### config.mk
export PLATFORM = sky130hd
export DESIGN_NAME = enc_event_packer
export DESIGN_NICKNAME = d
export VERILOG_FILES = /design/src/rtl/enc_event_packer.sv
export SDC_FILE = /design/constraint.sdc
export NUM_CORES = 1
export LEC_CHECK = 0
export CORE_MARGIN = 5
export CORE_UTILIZATION = 60
export CTS_BUF_LIST = sky130_fd_sc_hd__clkbuf_4 sky130_fd_sc_hd__clkbuf_8 sky130_fd_sc_hd__clkbuf_16
export CTS_CLUSTER_SIZE = 12
export DETAILED_ROUTE_END_ITERATION = 16
export DONT_BUFFER_PORTS = 1
export PLACE_DENSITY = 0.76
export SYNTH_ARGS = -nofsm -noshare
export SYNTH_HDL_FRONTEND = slang
export SYNTH_SLANG_ARGS = --single-unit
### constraint.sdc
create_clock -name clk -period 12.61 [get_ports clk]
set_input_delay 2.522 -clock clk [delete_from_list [all_inputs] [get_ports clk]]
set_output_delay 2.522 -clock clk [all_outputs]
set_load 0.05 [all_outputs]
### src/rtl/enc_event_packer.sv
// enc_event_packer: absorbs encoder edge events in a small FIFO and emits
// them as 64-bit AXI-Stream beats with tlast every PACKET_LEN beats.
// Events arriving while the FIFO is full are discarded and counted.
module enc_event_packer #(
  parameter int FIFO_DEPTH = 16,
  parameter int PACKET_LEN = 256
) (
  input  logic                          clk,
  input  logic                          aresetn,
  input  logic [63:0]                   s_axis_tdata,
  input  logic                          s_axis_tuser,
  input  logic                          s_axis_tvalid,
  output logic                          s_axis_tready,
  output logic [63:0]                   m_axis_tdata,
  output logic                          m_axis_tlast,
  output logic                          m_axis_tvalid,
  input  logic                          m_axis_tready,
  input  logic                          drop_clear,
  output logic [31:0]                   drop_count,
  output logic [$clog2(FIFO_DEPTH):0]   fifo_level
);

  localparam int AW = $clog2(FIFO_DEPTH);
  localparam int CW = AW + 1;
  localparam logic [CW-1:0] OCC_FULL  = CW'(FIFO_DEPTH);
  localparam logic [15:0]   BEAT_LAST = 16'(PACKET_LEN - 1);
  localparam logic [31:0]   DROP_MAX  = 32'hFFFF_FFFF;

  // Each entry keeps the full input word plus tuser; bit 63 of tdata is
  // replaced by tuser on the way out.
  logic [64:0]   mem_q [FIFO_DEPTH];

  logic [AW-1:0] wr_ptr_q, wr_ptr_d;
  logic [AW-1:0] rd_ptr_q, rd_ptr_d;
  logic [CW-1:0] occ_q, occ_d;
  logic [15:0]   beat_cnt_q, beat_cnt_d;
  logic [31:0]   drop_cnt_q, drop_cnt_d;

  logic full;
  logic wr_en;
  logic rd_en;
  logic drop;
  logic [64:0] head;

  // Full is judged on registered occupancy, so a same-cycle read never
  // makes room for a write.
  assign full  = (occ_q == OCC_FULL);
  assign wr_en = s_axis_tvalid && !full;
  assign drop  = s_axis_tvalid && full;
  assign rd_en = m_axis_tvalid && m_axis_tready;
  assign head  = mem_q[rd_ptr_q];

  // Next-state computation for pointers, occupancy, beat and drop counters.
  always_comb begin
    // NOTE: every signal gets a default first so no path leaves it unassigned (no latch).
    wr_ptr_d   = wr_ptr_q;
    rd_ptr_d   = rd_ptr_q;
    occ_d      = occ_q;
    beat_cnt_d = beat_cnt_q;
    drop_cnt_d = drop_cnt_q;

    if (wr_en) wr_ptr_d = wr_ptr_q + 1'b1;
    if (rd_en) rd_ptr_d = rd_ptr_q + 1'b1;

    unique case ({wr_en, rd_en})
      2'b10:   occ_d = occ_q + 1'b1;
      2'b01:   occ_d = occ_q - 1'b1;
      default: occ_d = occ_q;
    endcase

    if (rd_en) begin
      beat_cnt_d = (beat_cnt_q == BEAT_LAST) ? 16'd0 : beat_cnt_q + 16'd1;
    end

    // A clear coinciding with a drop counts that drop as the first of the new run.
    if (drop_clear) begin
      drop_cnt_d = drop ? 32'd1 : 32'd0;
    end else if (drop && (drop_cnt_q != DROP_MAX)) begin
      drop_cnt_d = drop_cnt_q + 32'd1;
    end
  end

  // Control state register with asynchronous reset.
  always_ff @(posedge clk or negedge aresetn) begin
    if (!aresetn) begin
      wr_ptr_q   <= '0;
      rd_ptr_q   <= '0;
      occ_q      <= '0;
      beat_cnt_q <= '0;
      drop_cnt_q <= '0;
    end else begin
      // NOTE: non-blocking assignments so every flop samples pre-edge values.
      wr_ptr_q   <= wr_ptr_d;
      rd_ptr_q   <= rd_ptr_d;
      occ_q      <= occ_d;
      beat_cnt_q <= beat_cnt_d;
      drop_cnt_q <= drop_cnt_d;
    end
  end

  // Event storage write port.
  // NOTE: storage is not reset; entries are only read once occupancy marks them valid.
  always_ff @(posedge clk) begin
    if (wr_en) mem_q[wr_ptr_q] <= {s_axis_tuser, s_axis_tdata};
  end

  // Outputs derive only from registered state (first-word-fall-through head).
  always_comb begin
    s_axis_tready = !full;
    m_axis_tvalid = (occ_q != '0);
    m_axis_tdata  = {head[64], head[62:0]};
    m_axis_tlast  = (beat_cnt_q == BEAT_LAST) && m_axis_tvalid;
    drop_count    = drop_cnt_q;
    fifo_level    = occ_q;
  end

endmodule

# Word-level counts from Yosys, hierarchy flattened
# Memories as Yosys holds them, arrays and structs flattened.
# Cells that the tools add are included.
# word_totals
ram_bits	1040
regBits	61
input_bits	70
memories	1
output_inout_bits	104
wordCells	33
# op_classes
n_reduce_logical	9
n_mux	7
n_eq_ne	5
n_addsub	6
# mem_list
memory	depth	width	rd	rd_ports_with_merged_regs	wr	line	text
mem_q	16	65	1	0	1	31	logic [64:0] mem_q [FIFO_DEPTH];
# op_table
cell	count
2-to-1 mux 32 bit	2
adder 32 x 1 -> 32 bit (second input constant)	1
!= test 32 bit (second input constant)	1
adder 16 x 1 -> 16 bit (second input constant)	1
== test 16 x 8 -> 1 bit (second input constant)	1
2-to-1 mux 16 bit	1
case mux 5 bit (2 select lines)	1
adder 4 x 1 -> 4 bit (second input constant)	2
adder 5 x 1 -> 5 bit (second input constant)	1
== test 5 bit (second input constant)	1
logical AND 1 bit	5
nonzero test 5 bit	1
subtractor 5 x 1 -> 5 bit (second input constant)	1
nonzero test 2 bit	2
2-to-1 mux 1 bit	3
== test 2 x 1 -> 1 bit (second input constant)	1
== test 2 bit (second input constant)	1
zero test 1 bit	1

# Logic depth before layout (Yosys ltp)
# logic_depth
word_depth	5
depth_mapped	15
mapped_depth_nobuf	12

# Worst setup path before layout
# No wires, ideal clock.
# synth_path
path_type	in2reg
startpoint	in s_axis_tvalid
endpoint	mem mem_q[3][0], enable pin
t_required_ns	12.045
t_arrival_ns	7.419
setup_time_ns	0.565
cell_stages	4
setup_slack_ns	4.627
n_path_buf	1
path_cell_list	and2_1 -> clkbuf_1 -> nand2_1 -> nor3_1
# synth_via
elab_chain_len	3
# synth_lines
item	line	text
from (decl)	12	input logic s_axis_tvalid,
logical AND 1 bit	48	assign wr_en = s_axis_tvalid && !full;
2-to-1 mux 1 bit	104	if (wr_en) mem_q[wr_ptr_q] <= {s_axis_tuser, s_axis_tdata};
2-to-1 mux 1 bit (implied by the code)	104	
to (decl)	31	
# Every way passes these cells.

# Final worst setup path
# layout_path
startpoint	reg rd_ptr_q[1]
endpoint	out m_axis_tdata[49]
# layout_via
elab_chain_len	1
# layout_lines
item	line	text
from (decl)	34	logic [AW-1:0] rd_ptr_q, rd_ptr_d;
from (signal assigned)	94	rd_ptr_q <= rd_ptr_d;
memory (16 x 65 bit)	-	
to (decl)	14	output logic [63:0] m_axis_tdata,
# Every way passes these cells.

==> load_flow_metrics.sql <==
INSERT INTO impl_metrics (metric_group, metric, value, unit) VALUES
('run_status', 'outcome', 'completed', ''),
('synthesis', 'syn_area_per_cell', '23.3', 'um^2'),
('die', 'rows', '96', ''),
('detailed_routing', 'highest_layer', 'met4', ''),
('worst_setup_path', 'crit_required', '10090', 'ps'),
('detailed_routing', 'route.detailed.wl_per_inst', '31.5', 'um'),
('sta', 'fin_crit_sh', '0.574', ''),
('cts', 'cts_tree', 'built', ''),
('layout', 'stdcell_count', '2856', ''),
('min_path', 'min_path_type', 'flop to flop', ''),
('die', 'io_pins', '174', ''),
('placement', 'dp_hpwl', '44.5', 'mm'),
('detailed_routing', 'detail_route.drc_violations', '0', ''),
('cts', 'clkLatencyLatePin', '650', 'ps'),
('power', 'power_leakage', '14.5', 'nW'),
('synthesis', 'yosysSeqAreaShare', '0.773', ''),
('worst_setup_path', 'worst-endpoint-arrival', '4720', 'ps'),
('detailed_routing', 'firstDrtPassIters', '5', ''),
('die', 'starting_density_of_the_core', '0.607', ''),
('synthesis', 'syn_inst_count', '1794', ''),
('sta', 'finalSetupViolCount', '0', ''),
('sta', 'finalCriticalPeriod', '7240', 'ps'),
('worst_setup_path', 'reg2reg_setup_slack', '8330', 'ps'),
('die', 'area_enclosed_by_the_die_boundary', '75000', 'um^2'),
('worst_setup_path', 'crit_reg_reg_startpoint', 'fifo_level[2]', ''),
('synthesis', 'asyncSetResetFlopFracSynth', '0.0562', ''),
('detailed_routing', 'route.final.wire_length', '90.0', 'mm'),
('layout', 'finalInstanceArea', '46300', 'um^2'),
('synthesis', 'syn_nets', '1875', ''),
('worst_setup_path', 'worstSetupStartpoint', 'rd_ptr_q[1]', ''),
('synthesis', 'synth.top_cells.by_area', 'sky130_fd_sc_hd__edfxtp_1 (74%), sky130_fd_sc_hd__mux4_2 (17%), sky130_fd_sc_hd__dfrtp_1 (3.7%)', ''),
('die', 'die_height', '274', 'um'),
('synthesis', 'ys_ff_latch', '1085', ''),
('placement', 'place.port_buffers', '0', ''),
('worst_setup_path', 'worst_setup_path_end_kind', 'output pin', ''),
('sta', 'timing_max_transition_violations_final', '0', ''),
('grt', 'grt_pass1_wl', '134', 'mm'),
('die', 'die_x', '274', 'um'),
('cts', 'number_of_buffers_created_by_cts', '107', ''),
('grt', 'grt_antenna_before_repair', '0', ''),
('detailed_routing', 'dr_total_vias', '18862', ''),
('cts', 'clk_root_buffer_cell', 'sky130_fd_sc_hd__clkbuf_16', ''),
('worst_setup_path', 'crit_path_max_fanout', '71', ''),
('sta', 'maxSlewHeadroom', '0.298', ''),
('synthesis', 'synth.most_common_cell', 'sky130_fd_sc_hd__edfxtp_1', ''),
('detailed_routing', 'm1WireLength', '32.5', 'mm'),
('power', 'power_per_cell_area', '233', 'nW/um^2'),
('grt', 'global_route.usage.total', '0.246', ''),
('sta', 'worst_pin_slew', '1050', 'ps'),
('synthesis', 'synth-warning-count', '0', ''),
('layout', 'number_of_antenna_cells_inserted', '0', ''),
('grt', 'grt_overflow', '0', ''),
('detailed_routing', 'dr_wl_met3', '7.82', 'mm'),
('synthesis', 'area_share_of_the_largest_cell_type_after_synthesis', '0.736', ''),
('grt', 'first_global_vias', '20202', ''),
('grt', 'grt_max_degree', '116', ''),
('placement', 'dp_cells', '2679', ''),
('synthesis', 'synth_area_leader_cell', 'sky130_fd_sc_hd__edfxtp_1', ''),
('cts', 'tritoncts_num_sinks', '1085', ''),
('cts', 'holdBufCountCts', '0', ''),
('cts', 'cts_buffer_depth', '3', ''),
('sta', 'timing.hold.ws', '492', 'ps'),
('sta', 'maxClockFrequency', '0.138', 'GHz'),
('synthesis', 'synth_ff_type', 'sky130_fd_sc_hd__edfxtp_1', ''),
('detailed_routing', 'antenna_left', '0', ''),
('flow_run', 'max_cap_violations', '0', ''),
('layout', 'fin_nets', '1938', ''),
('synthesis', 'synth.cells.most_frequent', 'sky130_fd_sc_hd__edfxtp_1 (1024), sky130_fd_sc_hd__mux4_2 (320), sky130_fd_sc_hd__dfrtp_1 (61), sky130_fd_sc_hd__clkbuf_1 (53), sky130_fd_sc_hd__nor2_1 (50)', ''),
('placement', 'routabilityCongestion', '0.862', ''),
('cts', 'cts.repair.resized', '0', ''),
('cts', 'clkSlewWorstSetupHoldPaths', '60', 'ps');
## placed cells by master (no fill, tap or decap), types with 16 or more instances in the layout
cell and instances:
sky130_fd_sc_hd__edfxtp_1 1024, sky130_fd_sc_hd__mux4_2 320, sky130_fd_sc_hd__clkbuf_16 114, sky130_fd_sc_hd__dfrtp_1 57, sky130_fd_sc_hd__buf_4 40, sky130_fd_sc_hd__clkbuf_4 39
sky130_fd_sc_hd__nor2_1 38, sky130_fd_sc_hd__nand2_1 32, sky130_fd_sc_hd__xnor2_1 25, sky130_fd_sc_hd__nand3_1 20, sky130_fd_sc_hd__nand4_1 18, sky130_fd_sc_hd__xor2_1 18
sky130_fd_sc_hd__clkinv_1 16
## stage by stage
step / utilization / worst slack (ps)
after global placement: 0.625 / 6020
after CTS: 0.673 / 5330
after floorplan: - / 4630
final: 0.673 / 5370
after global routing: 0.673 / 5200
after detailed placement: 0.625 / 6010
## report_power, final
group | total (mW) | internal (mW) | leakage (nW) | switching, mW
combinational | 3.20 | 1.21 | 2.84 | 1.99
sequential | 4.60 | 4.32 | 10.0 | 0.283
clock | 2.97 | 1.73 | 1.65 | 1.24
## critical path, cell delays in order, from the launching register on
cell                      delay, ps
sky130_fd_sc_hd__dfrtp_4       1020
sky130_fd_sc_hd__buf_4          910
sky130_fd_sc_hd__buf_4          920
sky130_fd_sc_hd__mux4_2         430
sky130_fd_sc_hd__mux4_2         690
## worst min path at each step
stage                   start             end  slack (ps)  depth (start not counted)
6_report        beat_cnt_q[4]   beat_cnt_q[4]         490                          1
5_1_grt         beat_cnt_q[4]   beat_cnt_q[4]         510                          1
4_1_cts         beat_cnt_q[4]   beat_cnt_q[4]         490                          1
3_5_place_dp    beat_cnt_q[4]   beat_cnt_q[4]         480                          1
3_3_place_gp   beat_cnt_q[15]  beat_cnt_q[15]         460                          1
2_1_floorplan  beat_cnt_q[15]  beat_cnt_q[15]         440                          1
## per-layer routing
| metal | track usage | vias to the layer above |
|---|---|---|
| li1 | - | 7739 |
| met2 | 0.424 | 918 |
| met4 | 0.0646 | 0 |
| met5 | 0 | - |
| met3 | 0.0551 | 131 |
| met1 | 0.324 | 10074 |
## logic make-up after synthesis
logic type / synth area share
DFF: 0.773
muxes: 0.173
and+or+nand+nor: 0.0220
buffers and inverters: 0.00995
AOI/OAI and AO/OA: 0.00953
xor gates and xnor gates: 0.00902
adders and majority gates: 0.00330
## layout make-up
type	count	area [um^2]
Clock buffer	156	3190
Clock inverter	21	93.8
Fill cell	4093	22500
Inverter	15	56.3
Multi-Input combinational cell	607	9180
Sequential cell	1085	32300
Tap cell	931	1160
Timing Repair Buffer	41	320
## registers in the layout, indices dropped and copies added, names as in the netlist
name	flops
beat_cnt_q	16
drop_count	32
fifo_level	5
mem_q	1024
rd_ptr_q	4
wr_ptr_q	4
No activity file was read; power rests on OpenSTA's default activity.
